===== src/rtl/serial_adder_pkg.sv =====
// Shared types and defaults for the bit-serial adder.
// One full-adder bit per clock; start/done handshake toward a controlling FSM.
package serial_adder_pkg;

  localparam int DEF_WIDTH = 8;

  typedef enum logic [1:0] {
    IDLE = 2'd0,
    RUN  = 2'd1,
    DONE = 2'd2
  } state_t;

endpackage


===== src/rtl/serial_adder_if.sv =====
// Request/result bundle between the controlling FSM (master) and the serial adder (slave).
// start is only honoured while busy and done are both low.
interface serial_adder_if import serial_adder_pkg::*; #(
  parameter int WIDTH = DEF_WIDTH
);

  logic             start;
  logic [WIDTH-1:0] a;
  logic [WIDTH-1:0] b;
  logic             cin;
  logic             busy;
  logic             done;
  logic [WIDTH-1:0] sum;
  logic             cout;

  modport master (
    output start, a, b, cin,
    input  busy, done, sum, cout
  );

  modport slave (
    input  start, a, b, cin,
    output busy, done, sum, cout
  );

endinterface


===== src/rtl/serial_adder_full_adder_bit.sv =====
// Combinational full adder built from two half-adder cells and an OR.
// Zero latency; no flow control.
module half_adder (
  input  logic a,
  input  logic b,
  output logic s,
  output logic c
);

  assign s = a ^ b;
  assign c = a & b;

endmodule

module full_adder_bit (
  input  logic a,
  input  logic b,
  input  logic ci,
  output logic s,
  output logic co
);

  logic p;
  logic g0;
  logic g1;

  half_adder u_ha0 (.a(a),  .b(b),  .s(p), .c(g0));
  half_adder u_ha1 (.a(p),  .b(ci), .s(s), .c(g1));

  assign co = g0 | g1;

endmodule


===== src/rtl/serial_adder.sv =====
// Bit-serial ripple adder: one operand bit pair per clock, LSB first, through a single full adder.
// done pulses WIDTH edges after accept; start is ignored (not queued) outside IDLE.
module serial_adder import serial_adder_pkg::*; #(
  parameter int WIDTH = DEF_WIDTH
) (
  input  logic          clk,
  input  logic          rst,
  serial_adder_if.slave bus
);

  localparam int CW = (WIDTH > 1) ? $clog2(WIDTH) : 1;
  localparam logic [CW-1:0] LAST = CW'(WIDTH - 1);

  state_t           state_q, state_d;
  logic [WIDTH-1:0] a_sr_q, a_sr_d;
  logic [WIDTH-1:0] b_sr_q, b_sr_d;
  logic [WIDTH-2:0] s_sr_q, s_sr_d;
  logic [WIDTH-1:0] sum_q, sum_d;
  logic [CW-1:0]    cnt_q, cnt_d;
  logic             carry_q, carry_d;
  logic             cout_q, cout_d;
  logic             busy_q, busy_d;
  logic             done_q, done_d;

  logic             s_bit;
  logic             c_next;
  logic [WIDTH-1:0] s_cat;

  full_adder_bit u_fa (
    .a  (a_sr_q[0]),
    .b  (b_sr_q[0]),
    .ci (carry_q),
    .s  (s_bit),
    .co (c_next)
  );

  // The newest sum bit enters at the MSB; after WIDTH shifts bit 0 has reached the LSB.
  // Only WIDTH-1 bits are stored: the last bit goes straight into sum on the final edge.
  assign s_cat = {s_bit, s_sr_q};

  always_comb begin
    state_d = state_q;
    a_sr_d  = a_sr_q;
    b_sr_d  = b_sr_q;
    s_sr_d  = s_sr_q;
    sum_d   = sum_q;
    cnt_d   = cnt_q;
    carry_d = carry_q;
    cout_d  = cout_q;

    case (state_q)
      IDLE: begin
        if (bus.start) begin
          a_sr_d  = bus.a;
          b_sr_d  = bus.b;
          carry_d = bus.cin;
          cnt_d   = '0;
          state_d = RUN;
        end
      end
      RUN: begin
        a_sr_d  = a_sr_q >> 1;
        b_sr_d  = b_sr_q >> 1;
        s_sr_d  = s_cat[WIDTH-1:1];
        carry_d = c_next;
        cnt_d   = cnt_q + CW'(1);
        if (cnt_q == LAST) begin
          sum_d   = s_cat;
          cout_d  = c_next;
          state_d = DONE;
        end
      end
      DONE:    state_d = IDLE;
      default: state_d = IDLE;
    endcase

    busy_d = (state_d == RUN);
    done_d = (state_d == DONE);
  end

  always_ff @(posedge clk or posedge rst) begin
    if (rst) begin
      state_q <= IDLE;
      a_sr_q  <= '0;
      b_sr_q  <= '0;
      s_sr_q  <= '0;
      sum_q   <= '0;
      cnt_q   <= '0;
      carry_q <= 1'b0;
      cout_q  <= 1'b0;
      busy_q  <= 1'b0;
      done_q  <= 1'b0;
    end else begin
      state_q <= state_d;
      a_sr_q  <= a_sr_d;
      b_sr_q  <= b_sr_d;
      s_sr_q  <= s_sr_d;
      sum_q   <= sum_d;
      cnt_q   <= cnt_d;
      carry_q <= carry_d;
      cout_q  <= cout_d;
      busy_q  <= busy_d;
      done_q  <= done_d;
    end
  end

  assign bus.busy = busy_q;
  assign bus.done = done_q;
  assign bus.sum  = sum_q;
  assign bus.cout = cout_q;

endmodule


===== src/flat_wrapper.sv =====
// flat-port wrapper written by rule: the top's interface ports become plain ports
module serial_adder_flat import serial_adder_pkg::*;
#(
  parameter int WIDTH = DEF_WIDTH
)
  (clk, rst, bus_start, bus_a, bus_b, bus_cin, bus_busy, bus_done, bus_sum, bus_cout);
  serial_adder_if #(.WIDTH(WIDTH)) bus_i ();
  input  logic clk;
  input  logic rst;
  input wire logic [$bits(bus_i.start)-1:0] bus_start;
  input wire logic [$bits(bus_i.a)-1:0] bus_a;
  input wire logic [$bits(bus_i.b)-1:0] bus_b;
  input wire logic [$bits(bus_i.cin)-1:0] bus_cin;
  output wire logic [$bits(bus_i.busy)-1:0] bus_busy;
  output wire logic [$bits(bus_i.done)-1:0] bus_done;
  output wire logic [$bits(bus_i.sum)-1:0] bus_sum;
  output wire logic [$bits(bus_i.cout)-1:0] bus_cout;
  assign bus_i.start = bus_start;
  assign bus_i.a = bus_a;
  assign bus_i.b = bus_b;
  assign bus_i.cin = bus_cin;
  assign bus_busy = bus_i.busy;
  assign bus_done = bus_i.done;
  assign bus_sum = bus_i.sum;
  assign bus_cout = bus_i.cout;
  serial_adder #(.WIDTH(WIDTH)) u_core (.clk(clk), .rst(rst), .bus(bus_i));
endmodule

===== config.mk =====
export PLATFORM = sky130hd
export DESIGN_NAME = serial_adder_flat
export DESIGN_NICKNAME = d
export VERILOG_FILES = /design/src/rtl/serial_adder_pkg.sv /design/src/rtl/serial_adder_if.sv /design/src/rtl/serial_adder_full_adder_bit.sv /design/src/rtl/serial_adder.sv /design/src/flat_wrapper.sv
export SDC_FILE = /design/constraint.sdc
export NUM_CORES = 1
export LEC_CHECK = 0
export CORE_MARGIN = 2
export CORE_UTILIZATION = 46
export DETAILED_ROUTE_END_ITERATION = 16
export PLACE_DENSITY = 0.74
export SYNTH_ARGS = -nofsm -noshare
export SYNTH_HDL_FRONTEND = slang
export SYNTH_SLANG_ARGS = --single-unit

===== constraint.sdc =====
create_clock -name clk -period 1.55 [get_ports clk]
set_clock_uncertainty 0.15 [all_clocks]
set_input_delay 0.2325 -clock clk [delete_from_list [all_inputs] [get_ports clk]]
set_output_delay 0.2325 -clock clk [all_outputs]
set_load 0.02 [all_outputs]

==> flow_metrics.env <==
export IMPL_ys_types=24
export IMPL_via_per_inst=5.436
export IMPL_multi_input_comb_area_sq_um=699.4
export IMPL_leakage_nw=1.073
export IMPL_syn2layout_area_growth_pct=32.32
export IMPL_coreArea_sq_um=3633
export IMPL_antenna_found_initial=0
export IMPL_finalHoldViolCount=0
export IMPL_setup_tns_ns=0
export IMPL_ios=31
export IMPL_min_period_ns=1.493
export IMPL_dieWidth_microns=65.34
export IMPL_vdd_drop_max_uv=873.6
export IMPL_drt_iter0_markers=57
export IMPL_max_freq_mhz=669.6
export IMPL_initial_core_util=0.4762
export IMPL_dr_pass1_iters=4
export IMPL_yosys_warnings=0
export IMPL_r2r_slack_ns=0.06
export IMPL_grt_max_degree=41
export IMPL_root_buffer="clkbuf_8"
export IMPL_drc=0
export IMPL_required_ns=1.58
export IMPL_grt_pass1_wl_microns=5685
export IMPL_crit_path_start_kind="register"
export IMPL_insertion_delay_ns=0.29
export IMPL_period_share=0.9635
export IMPL_finish_utilization=0.6302
export IMPL_yosys_area_top_type="dfrtp_1"
export IMPL_setup_viol=0
export IMPL_post_cts_buffers=0
export IMPL_wl_microns=3574
export IMPL_hold_path_class="in2async"
export IMPL_num_antenna_cells=0
export IMPL_htree_levels=2
export IMPL_regArea_sq_um=1001
export IMPL_reg2regPathDepth=4
export IMPL_cp_arrival_ns=1.52
export IMPL_synth_seq_cells=40
export IMPL_seq_area_frac_synth=0.5785
export IMPL_worst_setup_path_type="reg2reg"
export IMPL_synth_nets=170
export IMPL_cts_tree="built"
export IMPL_grt_pass1_vias=1211
export IMPL_grt_overflow=0
export IMPL_finalPower_mw=4.589
export IMPL_yosys_top_cells_area="dfrtp_1 58%, mux2_4 7.8%, o32ai_1 6.6%, nand2_1 4.8%, o22ai_1 4.7%"
export IMPL_rsz0062_at_grt="no"
export IMPL_cap_viol_max_count=0
export IMPL_p_per_area_nw_per_um2=2004
export IMPL_status="finished, final reports clean"
export IMPL_syn_area_sq_um=1730
export IMPL_r2r_end="u_core.a_sr_q[1]"
export IMPL_ant_nets=0
export IMPL_slew_headroom=0.7290
export IMPL_hold_ws_ns=0.1472
export IMPL_crit_path_end_kind="register"
export IMPL_synth_cells=147
export IMPL_drive_above_1_share=0.1862
export IMPL_crit_reg2reg_launch="u_core.state_q[0]"
export IMPL_avgSynthCellArea_sq_um=11.77
export IMPL_clock_path_buffers=2
export IMPL_clk_pin_slew_ns=0.08
export IMPL_wire_per_inst_microns=15.14
export IMPL_die_height_microns=65.34
export IMPL_numCtsBuffers=5
export IMPL_dieArea_sq_um=4269
export IMPL_vias=1283
export IMPL_path_max_fanout=9
export IMPL_io_buffers=30
export IMPL_rows=22
export IMPL_hpwl_microns=2417
export IMPL_grt_usage=0.1752
export IMPL_finalWeightedCongestion=0.7641
export IMPL_numClockSinks=40
export IMPL_worst_pin_slew_ns=0.4060
export IMPL_synth_top_area_share=0.5785
export IMPL_nFillCells=308
export IMPL_maxSlewViolCount=0
export IMPL_nets=210
==> worst max path at each step <==
stage,from,to,slack [ns]
floorplan,u_core.cnt_q[0],u_core.bus.sum[0],0.004
global placement,bus_start,u_core.a_sr_q[1],-0.08
detailed placement,bus_start,u_core.b_sr_q[0],-0.14
CTS,u_core.cnt_q[0],u_core.bus.sum[0],0.02
global route,u_core.state_q[0],u_core.a_sr_q[1],0.002
finish,u_core.state_q[0],u_core.a_sr_q[1],0.06
==> metrics by stage <==
| stage | cells | cell area (sq um) | setup slack [ns] |
|---|---|---|---|
| 6_report | 236 | 2290 | 0.05654 |
| 5_1_grt | 236 | 2290 | 0.002438 |
| 2_1_floorplan | 147 | 1730 | 0.003755 |
| 3_3_place_gp | 227 | 2158 | -0.08216 |
| 4_1_cts | 235 | 2255 | 0.01884 |
| 3_5_place_dp | 227 | 2158 | -0.1359 |
==> layout make-up <==
cell class	instances	area share
Timing Repair Buffer	40	0.1743
Clock inverter	2	0.01530
Inverter	6	0.009836
Sequential cell	40	0.4372
Multi-Input combinational cell	94	0.3055
Tap cell	48	0.02623
Clock buffer	6	0.03169
==> placed cells by master, fill, tap and decap left out, types with 5 or more instances in the layout <==
master / n
buf_4: 7
clkbuf_8: 5
clkdlybuf4s50_1: 19
dfrtp_1: 40
dlygate4sd2_1: 11
inv_1: 5
mux2_4: 9
nand2_1: 22
nor2_1: 14
o22ai_1: 13
o32ai_1: 13
==> power by group <==
group | total (mW) | switching [mW] | internal, mW
registers | 1.86 | 0.342 | 1.52
logic | 1.90 | 0.953 | 0.950
clock network | 0.822 | 0.344 | 0.478
total | 4.59 | 1.64 | 2.95
==> synth_stat cells, drive strengths merged <==
library cell	instances
dfrtp	40
nand2	23
nor2	14
o22ai	13
o32ai	13
mux2	9
buf	7
inv	6
a21oi	4
a22o	4
ha	2
nand2b	2
o21ai	2
clkbuf	1
fa	1
nor2b	1
nor3b	1
o21bai	1
o2bb2a	1
or2	1
or4b	1
==> sequential cells by signal (all words and copies together) (netlist names) <==
signal / flops
u_core.a_sr_q: 8
u_core.bus.cout: 1
u_core.s_sr_q: 7
u_core.bus.sum: 8
u_core.bus.busy: 1
u_core.cnt_q: 3
u_core.carry_q: 1
u_core.state_q: 2
u_core.bus.done: 1
u_core.b_sr_q: 8
==> layer usage <==
metal  vias to the layer above  share of wire  GRT usage  wire length (microns)
li1                        613              -          -                      -
met1                       625           0.46     0.2361                   1651
met2                        38           0.48     0.2819                   1711
met3                         7          0.043    0.03596                    155
met4                         0          0.015    0.06250                     55
met5                         -              0          0                      0
==> cells by family after synthesis <==
| logic type | count (synthesis) | synth area share |
|---|---|---|
| and+or+nand+nor | 43 | 0.1157 |
| buffers and inverters | 14 | 0.03904 |
| muxes | 9 | 0.07809 |
| DFF | 40 | 0.5785 |
| AOI/OAI and AO/OA | 38 | 0.1627 |
| adders and majority gates | 3 | 0.02603 |
==> worst max-delay path, stage by stage, from the launching register on <==
cell	delay, ns
dfrtp_1	0.40
buf_4	0.17
or4b_1	0.54
o21ai_2	0.07
a21oi_1	0.04
==> timing repair <==
action / CTS / global route
hold buffers: 0 / 0
cloned: 0 / 1
setup endpoints to repair: 17 / 8
gates resized for setup: 12 / 6
Note: power is estimated with default switching activity, not from simulation.
